--- config.mk ---
export PLATFORM = sky130hd
export DESIGN_NAME = serv_wb_arbiter
export DESIGN_NICKNAME = d
export VERILOG_FILES = /design/src/rtl/serv_wb_arbiter.sv
export SDC_FILE = /design/constraint.sdc
export NUM_CORES = 1
export LEC_CHECK = 0
export CORE_AREA = 3 3 146 148
export DETAILED_ROUTE_END_ITERATION = 16
export DIE_AREA = 0 0 149 151
export HOLD_SLACK_MARGIN = 0.02
export PLACE_DENSITY_LB_ADDON = 0.15
export SLEW_MARGIN = 20
export SYNTH_ARGS = -nofsm -noshare
export SYNTH_HDL_FRONTEND = slang
export SYNTH_SLANG_ARGS = --single-unit
export TNS_END_PERCENT = 20
--- constraint.sdc ---
create_clock -name clk -period 3.1 [get_ports clk]
set_input_delay 0.465 -clock clk [delete_from_list [all_inputs] [get_ports clk]]
set_output_delay 0.465 -clock clk [all_outputs]
set_load 0.02 [all_outputs]
--- src/rtl/serv_wb_arbiter.sv ---
// Fixed-priority three-master Wishbone arbiter (debug > dbus > ibus) with a
// per-transfer watchdog that forces termination when the slave never acks.
module serv_wb_arbiter #(
  parameter int TIMEOUT = 255
) (
  input  logic        clk,
  input  logic        i_rst_n,
  input  logic [31:0] i_dm_adr,
  input  logic [31:0] i_dm_dat,
  input  logic [3:0]  i_dm_sel,
  input  logic        i_dm_we,
  input  logic        i_dm_cyc,
  output logic [31:0] o_dm_rdt,
  output logic        o_dm_ack,
  input  logic [31:0] i_dbus_adr,
  input  logic [31:0] i_dbus_dat,
  input  logic [3:0]  i_dbus_sel,
  input  logic        i_dbus_we,
  input  logic        i_dbus_cyc,
  output logic [31:0] o_dbus_rdt,
  output logic        o_dbus_ack,
  input  logic [31:0] i_ibus_adr,
  input  logic        i_ibus_cyc,
  output logic [31:0] o_ibus_rdt,
  output logic        o_ibus_ack,
  output logic [31:0] o_wb_adr,
  output logic [31:0] o_wb_dat,
  output logic [3:0]  o_wb_sel,
  output logic        o_wb_we,
  output logic        o_wb_cyc,
  input  logic [31:0] i_wb_rdt,
  input  logic        i_wb_ack,
  output logic        o_timeout,
  output logic        o_busy
);

  typedef enum logic [1:0] {IDLE, GNT_DM, GNT_D, GNT_I} state_t;

  localparam int          NM       = 3;
  localparam logic [15:0] CNT_LAST = 16'(TIMEOUT - 1);

  state_t      state_reg, state_next;
  logic [15:0] cnt_reg, cnt_next;

  // Master request bundles, index 0 = debug, 1 = dbus, 2 = ibus.
  logic [31:0] m_adr [NM];
  logic [31:0] m_dat [NM];
  logic [3:0]  m_sel [NM];
  logic        m_we  [NM];
  logic        m_cyc [NM];
  logic [31:0] m_rdt [NM];
  logic [NM-1:0] m_ack;
  logic [NM-1:0] gnt_oh;

  assign m_adr[0] = i_dm_adr;
  assign m_dat[0] = i_dm_dat;
  assign m_sel[0] = i_dm_sel;
  assign m_we[0]  = i_dm_we;
  assign m_cyc[0] = i_dm_cyc;

  assign m_adr[1] = i_dbus_adr;
  assign m_dat[1] = i_dbus_dat;
  assign m_sel[1] = i_dbus_sel;
  assign m_we[1]  = i_dbus_we;
  assign m_cyc[1] = i_dbus_cyc;

  // The instruction bus is a fixed full-word read.
  assign m_adr[2] = i_ibus_adr;
  assign m_dat[2] = 32'h0;
  assign m_sel[2] = 4'hf;
  assign m_we[2]  = 1'b0;
  assign m_cyc[2] = i_ibus_cyc;

  // Selected master, zero when nobody holds the grant.
  logic [31:0] sel_adr, sel_dat;
  logic [3:0]  sel_sel;
  logic        sel_we, sel_cyc;
  logic        xfer_done, xfer_tmo;
  logic        rsp_ack;
  logic [31:0] rsp_rdt;

  always_comb begin
    sel_adr = 32'h0;
    sel_dat = 32'h0;
    sel_sel = 4'h0;
    sel_we  = 1'b0;
    sel_cyc = 1'b0;
    for (int i = 0; i < NM; i++) begin
      if (gnt_oh[i]) begin
        sel_adr = m_adr[i];
        sel_dat = m_dat[i];
        sel_sel = m_sel[i];
        sel_we  = m_we[i];
        sel_cyc = m_cyc[i];
      end
    end
  end

  // sel_cyc is already 0 in IDLE, so stray acks there produce nothing.
  assign xfer_done = sel_cyc & i_wb_ack;
  assign xfer_tmo  = sel_cyc & ~i_wb_ack & (cnt_reg == CNT_LAST);
  assign rsp_ack   = xfer_done | xfer_tmo;
  assign rsp_rdt   = xfer_done ? i_wb_rdt : 32'h0;

  genvar gi;
  generate
    for (gi = 0; gi < NM; gi++) begin : g_master
      assign gnt_oh[gi] = (state_reg == state_t'(2'(gi + 1)));
      assign m_ack[gi]  = gnt_oh[gi] & rsp_ack;
      assign m_rdt[gi]  = gnt_oh[gi] ? rsp_rdt : 32'h0;
    end
  endgenerate

  assign o_dm_ack   = m_ack[0];
  assign o_dm_rdt   = m_rdt[0];
  assign o_dbus_ack = m_ack[1];
  assign o_dbus_rdt = m_rdt[1];
  assign o_ibus_ack = m_ack[2];
  assign o_ibus_rdt = m_rdt[2];

  assign o_wb_adr  = sel_adr;
  assign o_wb_dat  = sel_dat;
  assign o_wb_sel  = sel_sel;
  assign o_wb_we   = sel_we;
  assign o_wb_cyc  = sel_cyc & ~xfer_tmo;
  assign o_timeout = xfer_tmo;
  assign o_busy    = (state_reg != IDLE);

  always_ff @(posedge clk or negedge i_rst_n) begin
    if (!i_rst_n) begin
      state_reg <= IDLE;
      cnt_reg   <= 16'h0;
    end else begin
      state_reg <= state_next;
      cnt_reg   <= cnt_next;
    end
  end

  always_comb begin
    state_next = state_reg;
    cnt_next   = cnt_reg;
    unique case (state_reg)
      IDLE: begin
        cnt_next = 16'h0;
        if (i_dm_cyc)        state_next = GNT_DM;
        else if (i_dbus_cyc) state_next = GNT_D;
        else if (i_ibus_cyc) state_next = GNT_I;
      end
      GNT_DM, GNT_D, GNT_I: begin
        // Abort, completion and watchdog expiry all release the bus.
        if (!sel_cyc || rsp_ack) begin
          state_next = IDLE;
          cnt_next   = 16'h0;
        end else begin
          cnt_next = cnt_reg + 16'd1;
        end
      end
      default: begin
        state_next = IDLE;
        cnt_next   = 16'h0;
      end
    endcase
  end

endmodule

# Yosys cells after proc, flatten, opt, wreduce, memory -nomap -nowiden

Cells that the tools add are included.

Bits in registers: 18
Bits in latches: 0
Input port bits: 208
Memory bits (writable): 0
Bits in read-only memories: 0
Memories kept: 0
Output and inout port bits: 171

Bitwise operators: 10
Multiplexer cells: 26
Shift-type cells: 0
Multipliers: 0
Add/subtract/negate cells: 1
Eq/ne operators: 6
Magnitude comparators: 0
Div/mod/pow operators: 0
Reductions and logical operators: 6

Operators with widths:

| cell                                                              | count |
|---|---|
| 32-bit 2-to-1 mux                                                 | 10 |
| 16-bit one-hot mux with 2 select lines                            | 1 |
| 16-bit by 1-bit adder with 16-bit output (second input constant)  | 1 |
| 16-bit by 8-bit == test with 1-bit output (second input constant) | 1 |
| 16-bit 2-to-1 mux                                                 | 1 |
| 4-bit 2-to-1 mux                                                  | 3 |
| 2-bit 2-to-1 mux                                                  | 4 |
| 1-bit AND                                                         | 7 |
| 1-bit 2-to-1 mux                                                  | 6 |
| 2-bit == test (second input constant)                             | 2 |
| 4-bit inequality test (second input constant)                     | 1 |
| 2-bit one-hot mux with 2 select lines                             | 1 |
| 3-bit OR reduction                                                | 1 |
| 2-bit by 1-bit == test with 1-bit output (second input constant)  | 1 |
| 2-bit logical NOT                                                 | 1 |
| 2-bit inequality test (second input constant)                     | 1 |
| 1-bit NOT                                                         | 2 |
| 2-bit AND reduction                                               | 1 |
| 2-bit nonzero test                                                | 1 |
| 1-bit logical NOT                                                 | 1 |
| 1-bit logical OR                                                  | 1 |
| 1-bit OR                                                          | 1 |

# Longest topological paths before layout

Depth in word-level cells: 10
Depth in mapped cells: 8
Mapped depth without buffers: 6

# Least setup slack after synthesis

No wires, ideal clock.

Kind: reg-to-output
Start: register cnt_reg[0]
End: output port o_dbus_ack
Arrival time: 1838 ps
Cell stages (with the launch flop): 7
Path slack: 797 ps
Required time: 2635 ps
Cells stage by stage: dfrtp_1 -> inv_1 -> ha_1 -> nor4b_1 -> nand4_2 -> and2_1 -> nor4_1

Cells in the longest elaborated chain, start to end: 4

RTL lines:

| item                                      | RTL line | RTL |
|---|---|---|
| from (decl)                               | 43       | `logic [15:0] cnt_reg, cnt_next;` |
| from (signal assigned)                    | 135      | `cnt_reg <= cnt_next;` |
| 16-bit by 8-bit == test with 1-bit output | 101      | `assign xfer_tmo = sel_cyc & ~i_wb_ack & (cnt_reg == CNT_LAST);` |
| 1-bit AND                                 | 101      |  |
| 1-bit OR                                  | 102      | `assign rsp_ack = xfer_done \| xfer_tmo;` |
| 1-bit AND                                 | 109      | `assign m_ack[gi] = gnt_oh[gi] & rsp_ack;` |
| to (decl)                                 | 21       | `output logic o_dbus_ack,` |

No other way between the ends.

# Worst setup path in the final report

Start: register cnt_reg[0]
End: output port o_ibus_ack

Cells in the longest elaborated chain, start to end: 4

RTL lines:

| item                                      | RTL line | RTL |
|---|---|---|
| 16-bit by 8-bit == test with 1-bit output | 101      |  |
| 1-bit AND                                 | 101      |  |
| 1-bit OR                                  | 102      |  |
| 1-bit AND                                 | 109      |  |
| to (decl)                                 | 25       | `output logic o_ibus_ack,` |

No other way between the ends.

==> impl_metrics.tcl <==
set metrics [dict create \
    hp-class "reg -> reg" \
    ys_seq_area_frac 0.168 \
    crit_type "reg -> out" \
    hpwl_um 15100 \
    layout-drive-gt1-share 0.0259 \
    initial_utilization 0.133 \
    nets 946 \
    r2r_setup_slack_ns 1.15 \
    clock_sinks 18 \
    postCtsSetupBuffers 0 \
    port_buffers 378 \
    setup_viol 0 \
    yosysTopAreaCell "and2_1" \
    vias_per_cell 4.03 \
    core-area_um2 20200 \
    hold_viol_final 0 \
    syn_area_um2 2680 \
    overflow 0 \
    cp-startpoint "cnt_reg[0]" \
    period_share 0.915 \
    avgSynthCellArea_um2 7.12 \
    synthTopCellsByArea "and2_1 23%, dfrtp_1 17%, mux2i_1 12%" \
    dr.pass1.iters 4 \
    gp_congestion 0.827 \
    clk_pin_slew_ns 0.05 \
    routed_wl_um 17400 \
    cp_max_fo 6 \
    cp.required_ns 2.63 \
    die_area_um2 22500 \
    drv_slew 0 \
    yosys_register_bits 18 \
    crit-reg2reg-capture "state_reg[0]" \
    swShare 0.460 \
    min_path_cells 1 \
    worstRegToRegCells 6 \
    critPathLaunchType "register" \
    grt_max_degree 66 \
    synth-edff-count 0 \
    largest_reg_flops 16 \
    arrival_ns 2.37 \
    std_cell_rows 52 \
    die_y_um 151 \
    cts_made_buffers 3 \
    clk_path_buf_depth 2 \
    synth.most_common_cell "and2_1" \
    finalPower_uw 3200 \
    status "complete, no violations" \
    seq_power_share 0.087 \
    grt_pass1_vias 4025 \
    hp-start "cnt_reg[0]" \
    slew_headroom 0.455 \
    tightest_slew_ns 0.815 \
    antenna_found_initial 0 \
    tns_ns 0 \
    leakagePower_uw 0.00261 \
    tritoncts "done" \
    area_growth_pct 157 \
    yosys-top-cells-count "99 x and2_1, 38 x nand2_1, 33 x a22o_1, 33 x mux2i_1, 33 x nor2_1" \
    powerDensity_nw_per_um2 466 \
    internal-power_uw 1730 \
    drtIter0Drc 175 \
    drv_cap 0 \
    insertion_delay_ns 0.25 \
    grt_pass1_wl_um 24600 \
    ys.flop_type "dfrtp_1" \
    ant_nets 0 \
    netSwitchingPower_uw 1470 \
    skew_ns 0.00150 \
    groute.usage.overall 0.139 \
    synth_fp_nets 586 \
    vias 4065 \
    synth.distinct_cells 31 \
    htreeDepth 1 \
    ios 379 \
    hold_end "cnt_reg[0]" \
    synth-warning-count 0 \
    timing.rr.start "cnt_reg[0]" \
    power.clock.fraction 0.089 \
    die_x_um 149 \
    drc 0 \
    combPwrFrac 0.824 \
    synthCells 376 \
    async_reset_ff_frac 1.00 \
    peakVddDrop_uv 340 \
    cp-end-kind "primary output" \
    wl_per_cell_um 17.3 \
    synth_top_area_frac 0.231 \
    cts_root_buffer "clkbuf_16" \
    fmax_mhz 353 \
    rsz0062_at_grt "no" \
    min_period_ns 2.84 \
]
[layer usage]
layer / up-vias / track usage / share of wire
li1: 2011 / - / -
met1: 1842 / 0.159 / 0.38
met2: 202 / 0.263 / 0.54
met3: 10 / 0.0350 / 0.072
met4: 0 / 0.0256 / 0.010
met5: - / 0 / 0
[cell usage in the layout (no fill, tap or decap), drive strengths merged, types with 6 or more instances in the layout]
| cell type | n |
|---|---|
| a22o | 33 |
| and2 | 99 |
| buf | 10 |
| clkdlybuf4s50 | 376 |
| dfrtp | 18 |
| mux2i | 33 |
| nand2 | 38 |
| nand3 | 6 |
| nand4 | 8 |
| nor2 | 33 |
| o21ai | 32 |
| xor2 | 9 |
[power by group through the flow]
| stage | sequential [µW] | combinational, µW | clock (µW) |
|---|---|---|---|
| after floorplan | 264 | 1310 | 0 |
| after global placement | 283 | 2670 | 0 |
| after detailed placement | 284 | 2690 | 0 |
| after CTS | 280 | 2690 | 299 |
| after global routing | 285 | 2800 | 309 |
| final | 279 | 2640 | 284 |
[final cells by class]
type,count,area (µm²)
multi-input combinational,321,2070
inverter,5,18.8
clock buffer,4,88.8
fill,2127,13300
timing repair buffer,387,3900
sequential,18,452
antenna,3,7.51
tap,270,338
[timing repair]
action / 4_1_cts / 5_1_grt
hold buffers: 0 / 0
resized for setup: 0 / 1
setup endpoints to repair: 0 / 1
hold endpoints to repair: 0 / 0
[stage by stage]
stage                     setup slack (ns)   util  instances  cell area (µm²)  hold slack [ns]
after CTS                            0.143  0.340       1005             6870            0.529
after detailed placement             0.311  0.336       1001             6780            0.525
after floorplan                      0.797      -        376             2680            0.169
final                                0.264  0.341       1008             6880            0.526
after global placement               0.347  0.336       1001             6780            0.504
after global routing                0.0693  0.341       1005             6870            0.583
[worst max path at each step]
stage | end | slack, ns | cells after the start
after CTS | o_dbus_ack | 0.14 | 7
after global placement | o_ibus_rdt[30] | 0.35 | 6
after detailed placement | o_dbus_rdt[4] | 0.31 | 6
final | o_ibus_ack | 0.26 | 7
after floorplan | o_dbus_ack | 0.80 | 6
after global routing | o_ibus_ack | 0.07 | 7
[critical path, cell delays in order, from the launching register on]
cell	delay, ns
dfrtp_1	0.42
inv_1	0.08
ha_1	0.13
nor4b_1	0.28
nand4_2	0.16
and2_1	0.23
nor2_1	0.12
clkdlybuf4s50_1	0.69
[kinds of logic (layout without fill, tap and decap cells)]
| logic type | count (synthesis) | in the layout | share of synthesized area |
|---|---|---|---|
| AOI/OAI and AO/OA | 73 | 73 | 0.186 |
| xor gates and xnor gates | 14 | 14 | 0.0458 |
| adders and majority gates | 2 | 2 | 0.00934 |
| buffers and inverters | 37 | 396 | 0.0636 |
| DFF | 18 | 18 | 0.168 |
| muxes | 33 | 33 | 0.123 |
| other | 0 | 3 | 0 |
| and+or+nand+nor | 199 | 199 | 0.404 |
No activity file was read; power rests on OpenSTA's default activity.
